### src/rtl/fifo_frame_reader.sv
// Drain side of the asynchronous sample FIFO: waits for a whole frame, bursts it out
// through a 4-entry skid buffer onto a valid/ready stream with SOF/EOF markers.
module fifo_frame_reader #(
    parameter int DATA_WIDTH  = 10,
    parameter int LEVEL_WIDTH = 14,
    parameter int FRAME_LEN   = 1024,
    parameter bit CONT_MODE   = 1'b0
) (
    input  logic                   rd_clk,
    input  logic                   rd_rst_n,
    input  logic                   start,
    input  logic                   abort,
    output logic                   fifo_rd_en,
    input  logic [DATA_WIDTH-1:0]  fifo_rd_data,
    input  logic                   fifo_rd_empty,
    input  logic [LEVEL_WIDTH-1:0] fifo_rd_water_level,
    output logic [DATA_WIDTH-1:0]  m_data,
    output logic                   m_valid,
    input  logic                   m_ready,
    output logic                   m_sof,
    output logic                   m_eof,
    output logic                   busy,
    output logic                   frame_done,
    output logic [15:0]            underrun_cnt
);
    localparam int CNT_W = $clog2(FRAME_LEN + 1);
    localparam logic [CNT_W-1:0]       CNT_LAST = CNT_W'(FRAME_LEN - 1);
    localparam logic [CNT_W-1:0]       CNT_FULL = CNT_W'(FRAME_LEN);
    localparam logic [LEVEL_WIDTH-1:0] LVL_NEED = LEVEL_WIDTH'(FRAME_LEN);

    typedef enum logic [1:0] {IDLE, WAIT_LVL, BURST, DRAIN} state_t;

    state_t                 state_q;
    state_t                 state_d;
    logic                   lvl_ok_p1;
    logic [CNT_W-1:0]       issued_q;
    logic [CNT_W-1:0]       out_cnt_q;
    logic                   vld_p1;
    logic [2:0]             buf_cnt;
    logic [1:0]             wr_ptr;
    logic [1:0]             rd_ptr;
    logic [DATA_WIDTH-1:0]  buf_mem [0:3];

    logic credit_ok;
    logic issue_req;
    logic underrun_hit;
    logic pop;
    logic last_pop;

    // Credit counts the read still in flight so the buffer can never overflow.
    assign credit_ok    = (buf_cnt + {2'b00, vld_p1}) <= 3'd2;
    assign issue_req    = (state_q == BURST) && (issued_q < CNT_FULL);
    assign fifo_rd_en   = issue_req && credit_ok && !fifo_rd_empty;
    assign underrun_hit = issue_req && credit_ok && fifo_rd_empty;

    assign m_valid  = (buf_cnt != 3'd0);
    assign m_data   = m_valid ? buf_mem[rd_ptr] : '0;
    assign m_sof    = m_valid && (out_cnt_q == '0);
    assign m_eof    = m_valid && (out_cnt_q == CNT_LAST);
    assign pop      = m_valid && m_ready;
    assign last_pop = pop && (out_cnt_q == CNT_LAST);
    assign busy     = (state_q != IDLE);

    always_comb begin
        state_d = state_q;
        if (abort) begin
            state_d = IDLE;
        end else begin
            case (state_q)
                IDLE:     if (start || CONT_MODE) state_d = WAIT_LVL;
                WAIT_LVL: if (lvl_ok_p1) state_d = BURST;
                BURST:    if (issued_q == CNT_FULL) state_d = DRAIN;
                DRAIN:    if (last_pop) state_d = CONT_MODE ? WAIT_LVL : IDLE;
                default:  state_d = IDLE;
            endcase
        end
    end

    always_ff @(posedge rd_clk or negedge rd_rst_n) begin
        if (!rd_rst_n) begin
            state_q      <= IDLE;
            lvl_ok_p1    <= 1'b0;
            issued_q     <= '0;
            out_cnt_q    <= '0;
            vld_p1       <= 1'b0;
            buf_cnt      <= 3'd0;
            wr_ptr       <= 2'd0;
            rd_ptr       <= 2'd0;
            frame_done   <= 1'b0;
            underrun_cnt <= 16'd0;
        end else begin
            state_q    <= state_d;
            lvl_ok_p1  <= !abort && (state_q == WAIT_LVL) && (fifo_rd_water_level >= LVL_NEED);
            frame_done <= last_pop && !abort;
            if (underrun_hit && (underrun_cnt != 16'hFFFF))
                underrun_cnt <= underrun_cnt + 16'd1;

            if (abort) begin
                issued_q  <= '0;
                out_cnt_q <= '0;
                vld_p1    <= 1'b0;
                buf_cnt   <= 3'd0;
                wr_ptr    <= 2'd0;
                rd_ptr    <= 2'd0;
            end else begin
                vld_p1 <= fifo_rd_en;
                if ((state_q == IDLE) || last_pop) begin
                    issued_q  <= '0;
                    out_cnt_q <= '0;
                end else begin
                    if (fifo_rd_en) issued_q  <= issued_q + CNT_W'(1);
                    if (pop)        out_cnt_q <= out_cnt_q + CNT_W'(1);
                end
                if (vld_p1) wr_ptr <= wr_ptr + 2'd1;
                if (pop)    rd_ptr <= rd_ptr + 2'd1;
                case ({vld_p1, pop})
                    2'b10:   buf_cnt <= buf_cnt + 3'd1;
                    2'b01:   buf_cnt <= buf_cnt - 3'd1;
                    default: buf_cnt <= buf_cnt;
                endcase
            end
        end
    end

    // p1: FIFO data returns one cycle after the read; an abort drops it.
    always_ff @(posedge rd_clk) begin
        if (vld_p1 && !abort)
            buf_mem[wr_ptr] <= fifo_rd_data;
    end

endmodule

### config.mk
export PLATFORM = sky130hd
export DESIGN_NAME = fifo_frame_reader
export DESIGN_NICKNAME = d
export VERILOG_FILES = /design/src/rtl/fifo_frame_reader.sv
export SDC_FILE = /design/constraint.sdc
export NUM_CORES = 1
export LEC_CHECK = 0
export CAP_MARGIN = 20
export CORE_ASPECT_RATIO = 1.4
export CORE_MARGIN = 2
export CORE_UTILIZATION = 59
export CTS_CLUSTER_SIZE = 24
export DETAILED_ROUTE_END_ITERATION = 10
export PLACE_DENSITY = 0.85
export SYNTH_ARGS = -nofsm -noshare
export SYNTH_HDL_FRONTEND = slang
export SYNTH_SLANG_ARGS = --single-unit
### constraint.sdc
create_clock -name rd_clk -period 4.39 [get_ports rd_clk]
set_input_delay 0.439 -clock rd_clk [delete_from_list [all_inputs] [get_ports rd_clk]]
set_output_delay 0.439 -clock rd_clk [all_outputs]
set_load 0.02 [all_outputs]
## After elaboration in Yosys (flattened, before gate mapping)

Memory sizes are Yosys's and may differ from the RTL's.
Cells that the tools add are included.

- Output and inout bits: 32
- Flip-flop bits (word level): 50
- Memories: 1
- Logic and storage cells: 82
- RAM bits: 40

- Equality and inequality tests: 12
- Reductions and logical operators: 26
- Add/sub/neg operators: 8
- $lt $le $gt $ge: 3
- Mux-type cells: 22

Memories:

| memory | depth | bits a word | read ports | clocked after memory_dff | wr ports | RTL line | text |
|---|---|---|---|---|---|---|---|
| buf_mem | 4 | 10 | 1 | 0 | 1 | 42 | `logic [DATA_WIDTH-1:0] buf_mem [0:3];` |

Operators with widths:

| cell | number |
|---|---|
| $mux W11 | 6 |
| $add A11 B1 Y11 const B | 2 |
| $mux W2 | 9 |
| $add A16 B1 Y16 const B | 1 |
| $ne A16 B16 Y1 const B | 1 |
| $ge A14 B11 Y1 const B | 1 |
| $logic_and A1 B1 Y1 | 13 |
| $reduce_bool A3 Y1 | 4 |
| $eq A11 B10 Y1 const B | 1 |
| $eq A11 B11 Y1 const B | 1 |
| $logic_not A11 Y1 | 1 |
| $lt A11 B11 Y1 const B | 1 |
| $mux W10 | 1 |
| $ne A3 B3 Y1 const B | 3 |
| $pmux W2 S4 | 1 |
| $eq A2 B2 Y1 const B | 3 |
| $pmux W3 S2 | 1 |
| $reduce_bool A2 Y1 | 3 |
| $add A2 B1 Y2 const B | 2 |
| $eq A2 B1 Y1 const B | 2 |
| $reduce_and A4 Y1 | 1 |
| $add A3 B1 Y3 | 1 |
| $add A3 B1 Y3 const B | 1 |
| $le A3 B2 Y1 const B | 1 |
| other kinds (7) | 10 |

## Longest topological paths before layout

Gate-level depths: netlist of the first run.

- Depth after elaboration: 7
- Depth in mapped cells: 7
- Mapped depth without buffers: 7

## Worst setup path after synthesis of the first run

No wires, ideal clock.

- Kind: flip-flop to flip-flop
- Start: register buf_cnt[0]
- End: register underrun_cnt[12]
- Cell stages (with the launch flop): 7
- Setup slack: 2.390 ns
- Setup time: 0.125 ns
- Buffers on the path: 0
- Arrival: 1.875 ns
- Data required time: 4.265 ns
- Period minus slack after synthesis: 2.000 ns
- Path through: dfrtp_1 -> ha_1 -> ha_1 -> xnor2_2 -> nand4_4 -> nor4_1 -> mux2_2

- Longest elaborated chain between the ends: 5

Ends and longest elaborated chain:

| element | RTL line | text |
|---|---|---|
| start: declaration | 39 | `logic [2:0] buf_cnt;` |
| start signal: assignment | 117 | `2'b10: buf_cnt <= buf_cnt + 3'd1;` |
| start signal: assignment | 118 | `2'b01: buf_cnt <= buf_cnt - 3'd1;` |
| start signal: assignment | 119 | `default: buf_cnt <= buf_cnt;` |
| $add A3 B1 Y3 | 51 | `assign credit_ok = (buf_cnt + {2'b00, vld_p1}) <= 3'd2;` |
| $le A3 B2 Y1 | 51 |  |
| $logic_and A1 B1 Y1 (2 in a row) | 54 | `assign underrun_hit = issue_req && credit_ok && fifo_rd_empty;` |
| $logic_and A1 B1 Y1 | 95 | `if (underrun_hit && (underrun_cnt != 16'hFFFF))` |
| end signal: assignment | 96 | `underrun_cnt <= underrun_cnt + 16'd1;` |
| end: declaration | 24 | `output logic [15:0] underrun_cnt` |

Every way passes these cells.
A chain may end at the register's enable or synchronous reset.

## Final worst setup path of the first run

- Start: register vld_p1
- End: output port fifo_rd_en

- Longest elaborated chain between the ends: 4

Ends and longest elaborated chain:

| element | RTL line | text |
|---|---|---|
| start: declaration | 38 | `logic vld_p1;` |
| start signal: assignment | 106 | `vld_p1 <= fifo_rd_en;` |
| $add A3 B1 Y3 | 51 |  |
| $le A3 B2 Y1 | 51 |  |
| $logic_and A1 B1 Y1 (2 in a row) | 53 | `assign fifo_rd_en = issue_req && credit_ok && !fifo_rd_empty;` |
| end: declaration | 13 | `output logic fifo_rd_en,` |

Every way passes these cells.

==> results.cfg, run 1 <==
[setup_path]
worstSetupEndpointType = primary output
cp_cell_sequence = ha_1 > ha_1 > xnor2_2 > nand4b_1 > inv_1 > clkdlybuf4s50_1
r2r_setup_slack_ns = 2.00
critPathBufInv = 2
critPathTopFamily = buffers and inverters
crit_path_top_delay_cell = clkdlybuf4s50_1
max_stage_delay_ns = 0.62
worst_ep_required_time_ns = 3.95
critPathMostFrequentCell = ha_1
critical_path_arrival_ns = 2.61
critPathKind = reg2out
critPathMaxFanout = 8
critPathLaunchType = flip-flop

[sta]
setup_viol = 0
hold_viol = 0
drv_slew = 0
final.min_clock_period_ns = 3.051
max_freq_mhz = 327.8
rsz0062_at_grt = no
skew_ns = 0.007730
worstMarginPinSlew_ns = 0.6928
worst_slack_ns = 1.339
fin_crit_sh = 0.6950
slew_headroom = 0.5370
final.setup.tns_ns = 0

[synthesis]
synth-async-reset-ratio = 0.5556
synth_cells = 350
synth_edf_count = 40
syn_area_per_cell_um2 = 12.38
netlist_area_um2 = 4333
yosys_warnings = 0
ys_seq_area_frac = 0.5660
synth_ff_type = dfrtp_1
syn_nets = 396
ys_ff_latch = 90
synth_cell_types = 53

[placed_design]
dp_hpwl_um = 5499
gp_congestion = 0.8097
io_buffer_count = 51
place_worst_setup_slack_ns = 1.747

[die]
start_util = 0.6000
die_x_um = 76.43
core_area_um2 = 7222
rows = 37
die_h_um = 105.4
ios = 62
dieArea_um2 = 8055

[detailed_routing]
first_iter_violations = 166
vias_per_cell = 5.756
antenna_left = 0
wirelength_um = 8090
drc_errors = 0
drt_pre_antenna_iters = 5
wire_per_inst_um = 15.93
dr_total_vias = 2924

[final_layout]
most-common-layout-cells = dfrtp_1, clkdlybuf4s50_1, edfxtp_1, nand2_1, nor2_1
final_nets = 452
fin_util = 0.7167
n_antenna_cell = 0
area_delta_synth_final_pct = 19.46
num-fill-cells = 526
drive_gt1_frac = 0.1046

[clocking]
cts_root_buf = clkbuf_8
cts_buffers = 9
cts.clk_slew.worst_paths_ns = 0.08
cts.sinks = 90
ctsHoldBuffers = 0
ctsResizeCount = 0
cts_buffer_depth = 2
clkLatencyLatePin_ns = 0.36
htree_levels = 3
cts_setup_buffers = 0
cts_tree = done

[hold_path]
hp-class = in2async

[power_and_ir_drop]
total_power_uw = 2420
leakagePower_uw = 0.002003
ir_drop_mv = 0.3229
power_density_nw_per_um2 = 467.5

[grt]
grt_pass1_vias = 2976
grt_max_degree = 51
grt_pass1_wl_um = 13770
grt_overflow = 0
grt_usage = 0.2186
grt_antenna_before_repair = 0

[run]
maxCapViolCount = 0

[outcome]
status = complete, no violations
-- Yosys cell counts (2+ instances only) --
cell      instances  area (um2)
nor4_1            9       56.30
nand3_1          13       65.06
mux2i_1           5       50.05
nand3b_1          2       15.01
nor2_1           18       67.56
nand2_1          22       82.58
nor3_1           14       70.07
buf_2             3       15.01
and4_1            3       26.28
dfrtp_1          50        1251
nor3b_1           3       22.52
inv_1            15       56.30
and4b_1           2       20.02
mux2_2            3       33.78
a211oi_1          2       15.01
xnor2_1           9       78.83
nand2b_1          3       18.77
nand4_1           8       50.05
o21ai_0          11       55.05
mux4_2           10       225.2
nor2b_1          11       68.82
or3_1            10       62.56
xor2_1           14       122.6
and3_1            4       25.02
clkbuf_1          6       22.52
a21oi_1          14       70.07
and2_1            5       31.28
edfxtp_1         40        1201
o31ai_1           2       15.01
ha_1             15       187.7
o21bai_1          2       15.01
-- worst register-to-register path: cells and delay by family (launching register included) --
kind,cells,cell delay [ns]
AOI/OAI and AO/OA,1,0.39
adders and majority gates,1,0.26
buffers and inverters,1,0.08
DFF,1,0.41
and+or+nand+nor,2,1.14
-- path summary, 6_finish.rpt --
| path | startpoint | end | cells after the start |
|---|---|---|---|
| min in group rd_clk | underrun_cnt[15]$_DFFE_PN0P_ | underrun_cnt[15]$_DFFE_PN0P_ | 1 |
| worst min-delay path | rd_rst_n | out_cnt_q[4]$_DFFE_PN0P_ | 2 |
| worst min register to register | underrun_cnt[15]$_DFFE_PN0P_ | underrun_cnt[15]$_DFFE_PN0P_ | 1 |
| worst max register to register | state_q[0]$_DFFE_PN0P_ | out_cnt_q[0]$_DFFE_PN0P_ | 5 |
| worst max-delay path | vld_p1$_DFF_PN0_ | fifo_rd_en | 6 |
| max in group asynchronous | rd_rst_n | underrun_cnt[15]$_DFFE_PN0P_ | 2 |
-- layout make-up --
class                      count  area (um2)  area share
clock buffer                  11       131.4     0.02538
timing repair buffer          55       535.5      0.1035
sequential                    90        2452      0.4738
clock inverter                 5       103.9     0.02006
inverter                      15       56.30     0.01088
tap                           97       121.4     0.02345
multi-input combinational    235        1775      0.3430
-- power by group --
group / total [uW] / leakage [uW] / switching, uW / internal (uW)
Clock: 653 / 0.000118 / 274 / 378
Combinational: 753 / 0.000834 / 389 / 364
Sequential: 1010 / 0.00105 / 88.8 / 925
-- state kept, by name (all words and copies together), names as in the netlist --
register and flops:
frame_done 1, rd_ptr 2, state_q 2, issued_q 11, out_cnt_q 11, wr_ptr 2
lvl_ok_p1 1, buf_cnt 3, underrun_cnt 16, buf_mem 40, vld_p1 1
-- metal layers --
metal  vias to the layer above  routed length [um]  global-route usage
li1                       1398                   -                   -
met1                      1435                3246              0.2554
met2                        82                4369              0.3894
met3                         9                 341             0.04110
met4                         0                 132              0.1000
met5                         -                   0                   0
-- through the flow --
stage          instance area, um2  hold WS (ns)  cells
2_1_floorplan                4333        0.1434    350
3_3_place_gp                 4941        0.4936    492
4_1_cts                      5176        0.1948    508
6_report                     5176        0.1692    508
3_5_place_dp                 4941        0.5019    492
5_1_grt                      5176        0.2199    508
-- cells by family after synthesis --
logic type | count (synthesis) | synth area share
simple gates | 138 | 0.1839
flops | 90 | 0.5660
compound gates | 39 | 0.05631
buf+inv | 25 | 0.02425
xor+xnor | 24 | 0.05025
mux | 18 | 0.07133
fa+ha+maj | 16 | 0.04794
(Power assumes the default switching activity.)
==> run 2, diff against run 1 <==
CORE_UTILIZATION = 54   (was 59)
PLACE_DENSITY = 0.79   (was 0.85)
clock period = 2.9 ns   (was 4.39 ns; I/O delays follow)
==> results.cfg, run 2 (synthesized netlist as in run 1, its figures left out) <==
[clocking]
cts_buffer_depth = 2
cts_buffers = 9
clkLatencyLatePin_ns = 0.37
cts.sinks = 90
htree_levels = 3
cts_tree = done
cts_setup_buffers = 0
cts_root_buf = clkbuf_8
cts.clk_slew.worst_paths_ns = 0.08

[final_layout]
area_delta_synth_final_pct = 19.52
drive_gt1_frac = 0.1133
largest_reg_flops = 40
multi_input_area_um2 = 1775
reg_top3 = buf_mem: 40 flops, underrun_cnt: 16 flops
layout_commonest_cell = dfrtp_1
largest-register = buf_mem
most-common-layout-cells = dfrtp_1, clkdlybuf4s50_1, edfxtp_1, nand2_1, nor2_1
seq_area_um2 = 2452
final_nets = 456
n_antenna_cell = 0
fin_util = 0.6682
stdcell_area_um2 = 5179
num-fill-cells = 587

[sta]
worstMarginPinSlew_ns = 0.7246
setup_viol = 0
fin_crit_sh = 0.8949
skew_ns = 0.01120
drv_slew = 0
fin_worst_hold_slack_ns = 0.5111
max_freq_mhz = 385.3
slew_headroom = 0.5169
final.min_clock_period_ns = 2.595
hold_viol = 0
rsz0062_at_grt = no
final.setup.tns_ns = 0

[die]
ios = 62
core_area_um2 = 7750
rows = 38
start_util = 0.5591
die_x_um = 79.71
dieArea_um2 = 8766
die_h_um = 110.0

[outcome]
status = complete, no violations

[placed_design]
gp_congestion = 0.8177
dp_hpwl_um = 5745
placed_cell_area_um2 = 4967
io_buffer_count = 51

[detailed_routing]
antenna_left = 0
wire_per_inst_um = 15.78
wirelength_um = 8128
drt_pre_antenna_iters = 4
drc_errors = 0
dr_total_vias = 2921
vias_per_cell = 5.672
first_iter_violations = 163

[grt]
grt_pass1_vias = 2945
grtUsageMet2 = 0.3619
grt_pass1_wl_um = 13810
grt_use_met3 = 0.04316
grt_max_degree = 34
use_met1 = 0.2487
grt_busiest_layer = met2
grt_overflow = 0
grt_antenna_before_repair = 0
grt_usage = 0.2070

[hold_path]
hp-class = in2async

[power_and_ir_drop]
power_density_nw_per_um2 = 689.4
ir_drop_mv = 0.4265
total_power_uw = 3570
leakagePower_uw = 0.002008

[setup_path]
critPathKind = reg2out
critPathMaxFanout = 8
worst_ep_required_time_ns = 2.61
critical_path_arrival_ns = 2.31
critPathLaunchType = flip-flop
worstSetupEndpointType = primary output

[run]
maxCapViolCount = 0
## run 2: cell types whose count changed in the layout (fill, tap and decap cells not counted)
cell and change:
inv_6 +1, bufinv_16 -2, clkinv_4 +1, clkinvlp_4 +1, dlygate4sd2_1 +1, clkinv_2 -1, clkbuf_1 -1, dlygate4sd3_1 +1
clkdlybuf4s50_1 -1, inv_8 +1, buf_4 +3
## run 2: per-stage QoR
step | setup WS, ns | instances
after floorplan | 0.8999 | 350
after global placement | 0.4327 | 498
after detailed placement | 0.4192 | 498
after CTS | 0.2559 | 515
after global routing | 0.07215 | 515
final | 0.3049 | 515
## run 2: worst paths after layout
check	from	endpoint	slack, ns	depth (start not counted)
setup reg to reg	vld_p1$_DFF_PN0_	underrun_cnt[12]$_DFFE_PN0P_	0.59	6
max in group asynchronous	rd_rst_n	out_cnt_q[3]$_DFFE_PN0P_	1.75	3
setup / recovery	rd_ptr[0]$_DFFE_PN0P_	m_data[3]	0.30	4
min in group rd_clk	underrun_cnt[15]$_DFFE_PN0P_	underrun_cnt[15]$_DFFE_PN0P_	0.51	1
hold / removal	rd_rst_n	issued_q[5]$_DFFE_PN0P_	0.51	2
hold reg to reg	underrun_cnt[15]$_DFFE_PN0P_	underrun_cnt[15]$_DFFE_PN0P_	0.51	1
## run 2: repair_timing
| action | 4_1_cts | 5_1_grt |
|---|---|---|
| hold buffers | 1 | 0 |
| endpoints found under the setup margin | 1 | 0 |
| hold endpoints to repair | 31 | 0 |
| gates resized for setup | 1 | 0 |
## run 2: final cells by class
cell class,instances,area share
clock buffers,10,0.02464
clock inverters,6,0.01450
inverters,15,0.01087
multi-input cells,235,0.3428
flip-flops and latches,90,0.4735
well taps,100,0.02416
repair buffers,59,0.1094
## run 2: where the power goes
part	internal [uW]	total [uW]	switching (uW)
Clock	410	864	454
Combinational	565	1200	635
Sequential	1400	1510	106
Total	2380	3570	1190
## run 2: critical path: stages, from the launching register on
cell and delay, ns:
dfrtp_1 0.48, buf_4 0.27, mux4_2 0.51, nor2b_1 0.14, clkdlybuf4s50_1 0.55
## run 2: per-layer routing
| layer | share of wire | vias up | wire, um |
|---|---|---|---|
| met5 | 0 | - | 0 |
| met2 | 0.53 | 64 | 4330 |
| met4 | 0.016 | 0 | 129 |
| li1 | - | 1401 | - |
| met3 | 0.037 | 10 | 299 |
| met1 | 0.41 | 1446 | 3368 |
